File: config.mk
export PLATFORM = sky130hd
export DESIGN_NAME = pipelined_barrel_shifter
export DESIGN_NICKNAME = d
export VERILOG_FILES = /design/src/rtl/pipelined_barrel_shifter.sv
export SDC_FILE = /design/constraint.sdc
export NUM_CORES = 1
export LEC_CHECK = 0
export BUFFER_PORTS_ARGS = -buffer_cell sky130_fd_sc_hd__buf_2
export CAP_MARGIN = 40
export CORE_MARGIN = 2
export CORE_UTILIZATION = 57
export DETAILED_ROUTE_END_ITERATION = 7
export PLACE_DENSITY = 0.78
export SYNTH_ARGS = -nofsm -noshare
export SYNTH_HDL_FRONTEND = slang
export SYNTH_SLANG_ARGS = --single-unit
File: constraint.sdc
create_clock -name clk -period 2.1 [get_ports clk]
set_input_delay 0.42 -clock clk [delete_from_list [all_inputs] [get_ports clk]]
set_output_delay 0.42 -clock clk [all_outputs]
set_load 0.02 [all_outputs]
File: src/rtl/pipelined_barrel_shifter.sv
// Pipelined barrel shifter: LSL/LSR/ASR/ROR/ROL, one binary-weighted shift stage per register.
// Optional zero/carry flags are built when SHIFTER_FLAGS_EN is defined.
module pipelined_barrel_shifter #(
    parameter int WIDTH = 8
) (
    input  logic             clk,
    input  logic             rst,
    input  logic             in_valid,
    output logic             in_ready,
    input  logic [WIDTH-1:0] in_data,
    input  logic [7:0]       in_offset,
    input  logic [2:0]       in_mode,
    output logic             out_valid,
    input  logic             out_ready,
    output logic [WIDTH-1:0] out_data
`ifdef SHIFTER_FLAGS_EN
    ,
    output logic             out_zero,
    output logic             out_carry
`endif
);

    localparam int SHW = $clog2(WIDTH);
    localparam logic [7:0] W_OFF = 8'(WIDTH);

    localparam logic [2:0] MODE_LSL = 3'b000;
    localparam logic [2:0] MODE_LSR = 3'b001;
    localparam logic [2:0] MODE_ASR = 3'b010;
    localparam logic [2:0] MODE_ROR = 3'b011;
    localparam logic [2:0] MODE_ROL = 3'b100;

    // One conditional shift step; ASR refills from the current MSB, which always
    // equals the original sign bit because every earlier step preserved it.
    function automatic logic [WIDTH-1:0] shift_step(input logic [WIDTH-1:0] d,
                                                    input logic [2:0] mode,
                                                    input int sh);
        logic [2*WIDTH-1:0] dd;
        logic [2*WIDTH-1:0] wrapped;
        logic [WIDTH-1:0]   res;
        dd      = {d, d};
        wrapped = '0;
        res     = d;
        case (mode)
            MODE_LSL: res = d << sh;
            MODE_LSR: res = d >> sh;
            MODE_ASR: res = $signed(d) >>> sh;
            MODE_ROR: begin
                wrapped = dd >> sh;
                res     = wrapped[WIDTH-1:0];
            end
            MODE_ROL: begin
                wrapped = dd << sh;
                res     = wrapped[2*WIDTH-1:WIDTH];
            end
            default:  res = d;
        endcase
        return res;
    endfunction

    logic             en;
    logic             valid_reg [0:SHW];
    logic [WIDTH-1:0] data_reg  [0:SHW];
    logic [2:0]       mode_reg  [0:SHW-1];
    logic [SHW-1:0]   amt_reg   [0:SHW-1];
    logic [WIDTH-1:0] step_data [1:SHW];

    logic             is_rot;
    logic             is_pass;
    logic             ovf;
    logic [SHW-1:0]   amt_next;
    logic [WIDTH-1:0] data_next;

    assign en        = !valid_reg[SHW] || out_ready;
    assign in_ready  = en;
    assign out_valid = valid_reg[SHW];
    assign out_data  = data_reg[SHW];

    // Overflowing shifts are resolved up front, so later stages only ever see
    // an in-range amount (zero for overflow and pass-through).
    always_comb begin
        is_rot    = (in_mode == MODE_ROR) || (in_mode == MODE_ROL);
        is_pass   = (in_mode > MODE_ROL);
        ovf       = !is_rot && !is_pass && (in_offset >= W_OFF);
        amt_next  = (is_pass || ovf) ? '0 : in_offset[SHW-1:0];
        data_next = in_data;
        if (ovf) begin
            data_next = (in_mode == MODE_ASR) ? {WIDTH{in_data[WIDTH-1]}} : '0;
        end
    end

    genvar gi;
    generate
        for (gi = 1; gi <= SHW; gi++) begin : g_stage
            assign step_data[gi] = amt_reg[gi-1][gi-1]
                                 ? shift_step(data_reg[gi-1], mode_reg[gi-1], 1 << (gi - 1))
                                 : data_reg[gi-1];
        end
    endgenerate

    always_ff @(posedge clk or posedge rst) begin
        if (rst) begin
            for (int i = 0; i <= SHW; i++) begin
                valid_reg[i] <= 1'b0;
                data_reg[i]  <= '0;
            end
            for (int i = 0; i < SHW; i++) begin
                mode_reg[i] <= '0;
                amt_reg[i]  <= '0;
            end
        end else if (en) begin
            valid_reg[0] <= in_valid;
            data_reg[0]  <= data_next;
            mode_reg[0]  <= in_mode;
            amt_reg[0]   <= amt_next;
            for (int i = 1; i <= SHW; i++) begin
                valid_reg[i] <= valid_reg[i-1];
                data_reg[i]  <= step_data[i];
            end
            for (int i = 1; i < SHW; i++) begin
                mode_reg[i] <= mode_reg[i-1];
                amt_reg[i]  <= amt_reg[i-1];
            end
        end
    end

`ifdef SHIFTER_FLAGS_EN
    // Shift carries depend only on the input and are tapped at entry; rotate
    // carries come from the finished result, so only a "rotated at all" bit travels.
    logic             carry_reg [0:SHW-1];
    logic             rnz_reg   [0:SHW-1];
    logic             zero_out_reg;
    logic             carry_out_reg;
    logic             carry_next;
    logic             rnz_next;
    logic [WIDTH-1:0] tap_mask;
    logic             carry_last;

    always_comb begin
        carry_next = 1'b0;
        tap_mask   = '0;
        rnz_next   = is_rot && (amt_next != '0);
        if (in_offset != 8'd0 && in_offset <= W_OFF) begin
            case (in_mode)
                MODE_LSL: tap_mask = WIDTH'(1) << (W_OFF - in_offset);
                MODE_LSR,
                MODE_ASR: tap_mask = WIDTH'(1) << (in_offset - 8'd1);
                default:  tap_mask = '0;
            endcase
            carry_next = |(in_data & tap_mask);
        end else if (in_offset > W_OFF && in_mode == MODE_ASR) begin
            carry_next = in_data[WIDTH-1];
        end
    end

    always_comb begin
        carry_last = carry_reg[SHW-1];
        if (rnz_reg[SHW-1]) begin
            carry_last = (mode_reg[SHW-1] == MODE_ROR) ? step_data[SHW][WIDTH-1]
                                                       : step_data[SHW][0];
        end
    end

    always_ff @(posedge clk or posedge rst) begin
        if (rst) begin
            for (int i = 0; i < SHW; i++) begin
                carry_reg[i] <= 1'b0;
                rnz_reg[i]   <= 1'b0;
            end
            zero_out_reg  <= 1'b0;
            carry_out_reg <= 1'b0;
        end else if (en) begin
            carry_reg[0] <= carry_next;
            rnz_reg[0]   <= rnz_next;
            for (int i = 1; i < SHW; i++) begin
                carry_reg[i] <= carry_reg[i-1];
                rnz_reg[i]   <= rnz_reg[i-1];
            end
            zero_out_reg  <= (step_data[SHW] == '0);
            carry_out_reg <= carry_last;
        end
    end

    assign out_zero  = zero_out_reg;
    assign out_carry = carry_out_reg;
`endif

endmodule

=== Word-level counts from Yosys, hierarchy flattened ===
Cells that the tools add are included.

* Equal/unequal tests: 15
* Mux-type cells: 9
* Order comparisons: 2
* Reduce and logical (&&, ||, !) cells: 12

{| class="wikitable"
|+ Operator list
! operator !! number
|-
| $pmux 8 s5 || 2
|-
| $mux 8 || 5
|-
| $pmux 8 s4 || 1
|-
| $eq 3x2->1 const B || 8
|-
| $eq 3x3->1 const B || 4
|-
| $eq 3x1->1 const B || 3
|-
| $logic_not 3->1 || 3
|-
| $ge 8x4->1 const B || 1
|-
| $gt 3x3->1 const B || 1
|-
| $logic_not 1->1 || 3
|-
| $logic_or 1x1->1 || 3
|-
| $mux 3 || 1
|-
| $logic_and 1x1->1 || 2
|-
| $reduce_or 2->1 || 1
|}

* Output and inout bits: 10
* Word-level logic and storage cells: 52
* Bits in registers: 54
* Input port bits: 23

=== Longest topological paths before layout ===
Gate-level depths: netlist (run 1).

* Word-level depth: 7
* Gate-level depth with buffers: 7

=== Worst setup path before layout (run 1) ===
OpenSTA, ideal clock, no wires.

* Path kind: flip-flop to output port
* Start: register valid_reg, in the netlist out_valid
* End: output port in_ready
* Arrival: 1.152 ns
* Slack: 0.528 ns
* Required time: 1.680 ns
* Cell stages (with the launch flop): 6
* Path buffers: 3
* Cells stage by stage: dfrtp_1 > nor2b_1 > buf_2 > inv_2 > buf_6 > buf_2

* Cells in the longest elaborated chain, start to end: 2

{| class="wikitable"
|+ RTL lines
! element !! RTL line !! text
|-
| from (decl) || 61 || <nowiki>logic valid_reg [0:SHW];</nowiki>
|-
| from (signal, indexed assignment) || 116 || <nowiki>valid_reg[i] <= valid_reg[i-1];</nowiki>
|-
| $logic_not 1->1 || 73 || <nowiki>assign en = !valid_reg[SHW] || out_ready;</nowiki>
|-
| $logic_or 1x1->1 || 73 ||
|-
| to (decl) || 9 || <nowiki>output logic in_ready,</nowiki>
|}

Every way passes these cells.

=== Worst setup path in the final report (run 1) ===
Ends and elaborated chain as after synthesis.

==> out/metrics.yaml, run 1 <==
run_status:
  outcome: "finished clean"
timing:
  setup-violations-final: 0
  fmax_mhz: 561
  drv_slew: 0
  layout_min_cycle_time_ns: 1.78
  tns_ns: 0
  hold_violations: 0
  fin_crit_sh_pct: 84.9
  worst_pin_slew_ns: 0.610
  slew_headroom_pct: 59.3
  holdWs_ns: 0.275
  finalClockSkew_ns: 0.00466
  rsz0062_at_grt: "no"
cells_and_area:
  insertedDiodeCount: 0
  largest_reg_flops: 24
  syn_to_final_growth_pct: 8.57
  fillers: 359
  nNetsFinal: 322
  layout_commonest_cell: "nand2_1"
  final_cell_mix: "nand2_1 (56), dfrtp_1 (51), buf_2 (32)"
  drive_gt1_share_pct: 22.7
  layout.cells.non_filler: 352
detailed_routing:
  final_antenna_net_count: 0
  firstDrtPassIters: 5
  via_per_inst: 6.02
  wire_per_inst_um: 14.4
  first_iter_violations: 144
  drt-total-wl_um: 5080
  drc: 0
  vias: 2119
cts:
  cts_resized: 0
  cts_buffer_depth: 2
  cts_buffers: 5
  cts_sinks: 51
  hold_buffers: 0
  tritoncts: "yes"
  root_buffer: "clkbuf_8"
  cts_setup_buffers: 0
  cts.clk_slew.worst_paths_ns: 0.09
  htreeDepth: 2
  clock_latency_ns: 0.30
setup_path:
  rr_startpoint: "out_valid"
  cp-end-kind: "output port"
  critPathLaunch: "out_valid"
  ff2ff_path_depth: 5
  worstPathCellList: "nor2b_2 > inv_2 > buf_2"
  cp-start-kind: "flip-flop"
  crit_arrival_ns: 1.36
  path_buf_inv: 2
  worstPathRequired_ns: 1.68
  critPathSlowestCell: "dfrtp_1"
  cp_top_family: "buffers and inverters"
  crit_path_max_incr_delay_ns: 0.38
  path_max_fanout: 23
  worst-path-stages: 3
  path_class: "flip-flop to output port"
power_and_ir_drop:
  p_leak_nw: 1.27
  ir_worst_vdd_v: 0.000577
  finalPower_w: 0.00412
  cellPowerDensity_nw_per_um2: 1450
floorplanning:
  rows: 24
  die-height_um: 71.7
  io-pin-count: 33
  fp.coreArea_sq_um: 4380
  start_util_pct: 59.6
  design.die.area_sq_um: 5140
  die_x_um: 71.7
synth:
  netlist.area_leader.share_pct: 48.8
  ys_seq_area_share_pct: 48.8
  synth_top_area_cell: "dfrtp_1"
  ys_async_sr_fraction_pct: 100
  synth_cell_type_count: 42
  synth-edff-count: 0
  yosysWarnings: 0
  yosys-top-cells-area: "dfrtp_1 (49%), nand2_1 (8.0%), nor2_1 (4.5%)"
  synth_seq_cells: 51
  syn_area_sq_um: 2610
  avgSynthCellArea_sq_um: 9.24
  ys.flop_type: "dfrtp_1"
  syn-num-nets: 306
  netlist_instances: 283
min_path:
  hold_class: "primary input to asynchronous set/reset pin"
global_routing:
  grt_use_total_pct: 21.9
  grt_max_degree: 52
  grt_pass1_vias: 2036
  grt_overflow: 0
  grt_pass1_wl_um: 8980
  antenna_found_initial: 0
job:
  drv_cap: 0
placement:
  portBuffers: 32
  gp_congestion: 0.826
  place.detailed.instances: 344
  dp_hpwl_um: 3660
==> kinds of logic after synthesis <==
group / count (synthesis) / share of synthesized area (%)
buffers and inverters: 39 / 7.66
AOI/OAI and AO/OA: 70 / 21.1
muxes: 2 / 0.814
DFF: 51 / 48.8
and+or+nand+nor: 121 / 21.6
==> metrics by stage <==
stage	util (%)	worst slack, ns	cell area, sq um
2_1_floorplan	-	0.450	2610
3_3_place_gp	62.0	0.510	2720
3_5_place_dp	62.0	0.483	2720
4_1_cts	64.7	0.307	2840
5_1_grt	64.7	0.232	2840
6_report	64.7	0.317	2840
==> path summary, 6_finish.rpt <==
check | endpoint | slack (ns)
worst min register to register | out_valid | 0.47
worst max register to register | data_reg[29] | 0.54
min in group clk | valid_reg[3] | 0.33
worst min-delay path | valid_reg[1] | 0.27
max in group asynchronous | data_reg[20] | 1.42
worst max-delay path | in_ready | 0.32
==> cell usage after synthesis (2+ instances only) <==
cell type,n
nor3_1,19
nand4b_1,2
o21a_4,2
o21ai_0,10
o2111ai_1,4
nor2b_1,2
a22oi_1,2
inv_1,10
a221o_1,7
nand2_1,56
o22ai_1,11
clkbuf_1,10
a211oi_1,4
buf_6,2
nor2_1,31
buf_2,7
dfrtp_1,51
o221a_2,9
o211ai_1,4
a21oi_1,8
a222oi_1,4
buf_4,8
==> routing by layer <==
| layer | global-route usage (%) | vias up | part of all wire (%) |
|---|---|---|---|
| li1 | - | 1036 | - |
| met1 | 26.2 | 1000 | 42 |
| met2 | 38.8 | 76 | 52 |
| met3 | 5.06 | 7 | 5.1 |
| met4 | 7.55 | 0 | 1.2 |
| met5 | 0 | - | 0 |
==> layout make-up <==
class,count,area [sq um],share of cell area [%]
tap,52,65.1,2.29
clock buffer,6,82.6,2.91
multi-input combinational,193,1140,40.2
timing repair buffer,37,198,6.97
clock inverter,2,35.0,1.23
inverter,11,41.3,1.46
sequential,51,1280,45.0
==> power breakdown <==
group	switching [W]	internal (W)
Clock	0.000303	0.000385
Sequential	0.000511	0.00138
Combinational	0.000845	0.000694
Total	0.00166	0.00246
==> worst reg2reg max path, delay by kind of cell, from the launching register on <==
kind	cells	cell delay, ns
buffers and inverters	1	0.29
DFF	1	0.38
and+or+nand+nor	3	0.67
AOI/OAI and AO/OA	1	0.17
Note: power is estimated with default switching activity, not from simulation.
==> run 2, diff against run 1 <==
--- a/config.mk
+++ b/config.mk
@@ -8,9 +8,9 @@
 export BUFFER_PORTS_ARGS = -buffer_cell sky130_fd_sc_hd__buf_2
 export CAP_MARGIN = 40
 export CORE_MARGIN = 2
-export CORE_UTILIZATION = 57
+export CORE_UTILIZATION = 52
 export DETAILED_ROUTE_END_ITERATION = 7
-export PLACE_DENSITY = 0.78
+export PLACE_DENSITY = 0.75
 export SYNTH_ARGS = -nofsm -noshare
 export SYNTH_HDL_FRONTEND = slang
 export SYNTH_SLANG_ARGS = --single-unit
==> constraint.sdc (replaced) <==
create_clock -name clk -period 1.5 [get_ports clk]
set_input_delay 0.3 -clock clk [delete_from_list [all_inputs] [get_ports clk]]
set_output_delay 0.3 -clock clk [all_outputs]
set_load 0.02 [all_outputs]
==> run 2 against run 1 <==
  * Clock skew is 0.0015 ns higher
  * Sequential cell count unchanged
  * Sequential power rose by 34%
  * Clock-buffer cell count grew 1
  * Non-clock buffer count is 14 higher
  * Clock power is 7.8% higher
  * Critical path depth is 1 higher
  * Worst hold slack got worse by 0.24 ns
  * Via count is 0.28% lower
  * Global-route usage fell by 0.73 points
  * Wire length rose by 3.8%
  * Register-to-register slack worse by 0.45 ns
  * Largest power group unchanged
==> out/metrics.yaml, run 2 (synthesis results as in run 1) <==
run_status:
  outcome: "finished clean"
setup_path:
  path_class: "flip-flop to output port"
  path_buf_inv: 3
  critPathSlowestCell: "dfrtp_1"
  cp-start-kind: "flip-flop"
  path_max_fanout: 3
  crit_arrival_ns: 1.14
  cp-end-kind: "output port"
  crit_top_cell: "buf_6"
  worstPathRequired_ns: 1.20
  worstPathCellList: "nor2b_4 > inv_4 > buf_6 > buf_6"
  cp_top_family: "flip-flops"
  crit_path_max_incr_delay_ns: 0.35
timing:
  drv_slew: 0
  setup-violations-final: 0
  worst_pin_slew_ns: 0.503
  setup_ws_ns: 0.0588
  slew_headroom_pct: 66.1
  fin_crit_sh_pct: 96.1
  hold_violations: 0
  fmax_mhz: 694
  holdWs_ns: 0.0342
  layout_min_cycle_time_ns: 1.44
  finalClockSkew_ns: 0.00620
  rsz0062_at_grt: "no"
cts:
  htreeDepth: 2
  cts_sinks: 51
  cts_buffers: 5
  tritoncts: "yes"
  cts.clk_slew.worst_paths_ns: 0.09
  cts_buffer_depth: 2
  clock_latency_ns: 0.30
  root_buffer: "clkbuf_8"
  hold_buffers: 0
floorplanning:
  design.die.area_sq_um: 5610
  die_x_um: 74.9
  die-height_um: 74.9
  io-pin-count: 33
  start_util_pct: 54.6
  rows: 25
  fp.coreArea_sq_um: 4790
placement:
  portBuffers: 32
  dp_hpwl_um: 3720
  dp_slack_ns: -0.0451
  gp_congestion: 0.835
cells_and_area:
  drive_gt1_share_pct: 26.0
  nNetsFinal: 337
  largest_reg_flops: 24
  syn_to_final_growth_pct: 13.9
  final_cell_mix: "nand2_1 (56), dfrtp_1 (50), nor2_1 (31), buf_2 (31), nor3_1 (19)"
  fillers: 411
  layout_commonest_cell: "nand2_1"
  insertedDiodeCount: 0
min_path:
  hold_class: "primary input to asynchronous set/reset pin"
power_and_ir_drop:
  cellPowerDensity_nw_per_um2: 1940
  finalPower_w: 0.00578
  p_leak_nw: 1.32
  ir_worst_vdd_v: 0.000761
detailed_routing:
  wire_per_inst_um: 13.8
  vias: 2113
  drc: 0
  via_per_inst: 5.53
  first_iter_violations: 125
  firstDrtPassIters: 5
  final_antenna_net_count: 0
  drt-total-wl_um: 5270
job:
  drv_cap: 0
global_routing:
  grt_pass1_wl_um: 8990
  antenna_found_initial: 0
  grt_pass1_vias: 1987
  grt_use_total_pct: 21.2
  grt_overflow: 0
  grt_max_degree: 52
==> run 2: final timing paths <==
path	start	end	slack (ns)	cells past startpoint
hold reg to reg	valid_reg[1]	valid_reg[1]	0.47	2
min in group clk	in_valid	valid_reg[3]	0.20	3
setup reg to reg	mode_reg[1]	out_data[1]	0.09	4
max in group asynchronous	rst	mode_reg[0]	1.21	3
hold / removal	rst	out_data[3]	0.03	3
setup / recovery	out_valid	in_ready	0.06	4
==> run 2: layout make-up <==
cell class	instances	area [sq um]	area share, %
inverter	11	47.5	1.60
timing repair buffer	51	329	11.1
sequential	51	1280	42.9
tap	67	83.8	2.82
timing repair inverter	1	7.51	0.252
clock inverter	1	5.00	0.168
multi-input combinational	193	1150	38.7
clock buffer	7	76.3	2.56
==> run 2: timing repair <==
action | CTS | global route
gates cloned | 1 | 0
setup buffers | 3 | 1
endpoints found under the setup margin | 8 | 14
hold endpoints to repair | 0 | 0
resized for setup | 4 | 4
pin swaps | 0 | 3
==> run 2: worst reg2reg max path, stage by stage (launching register included) <==
cell      delay [ns]
dfrtp_1         0.44
o21a_4          0.26
o21a_4          0.22
a222oi_1        0.31
inv_1           0.07
==> run 2: stage by stage <==
step | cell area [sq um] | cells | TNS, ns | util (%)
4_1_cts | 2960 | 381 | 0 | 61.8
3_5_place_dp | 2830 | 369 | -0.264 | 59.1
5_1_grt | 2980 | 382 | 0 | 62.2
3_3_place_gp | 2830 | 369 | 0 | 59.1
2_1_floorplan | 2620 | 283 | 0 | -
6_report | 2980 | 382 | 0 | 62.2
==> run 2: metal layers <==
metal | routed length [um] | vias up | GRT usage (%)
met5 | 0 | - | 0
met4 | 87 | 0 | 8.93
met3 | 198 | 9 | 4.02
met2 | 2610 | 50 | 36.2
met1 | 2370 | 992 | 26.4
li1 | - | 1062 | -
==> run 2: power by group <==
part	total, W	switching (W)	internal (W)	leakage (nW)
sequential	0.00255	0.000601	0.00194	0.616
clock	0.000743	0.000415	0.000328	0.0422
combinational	0.00249	0.00133	0.00116	0.665
total	0.00578	0.00235	0.00343	1.32
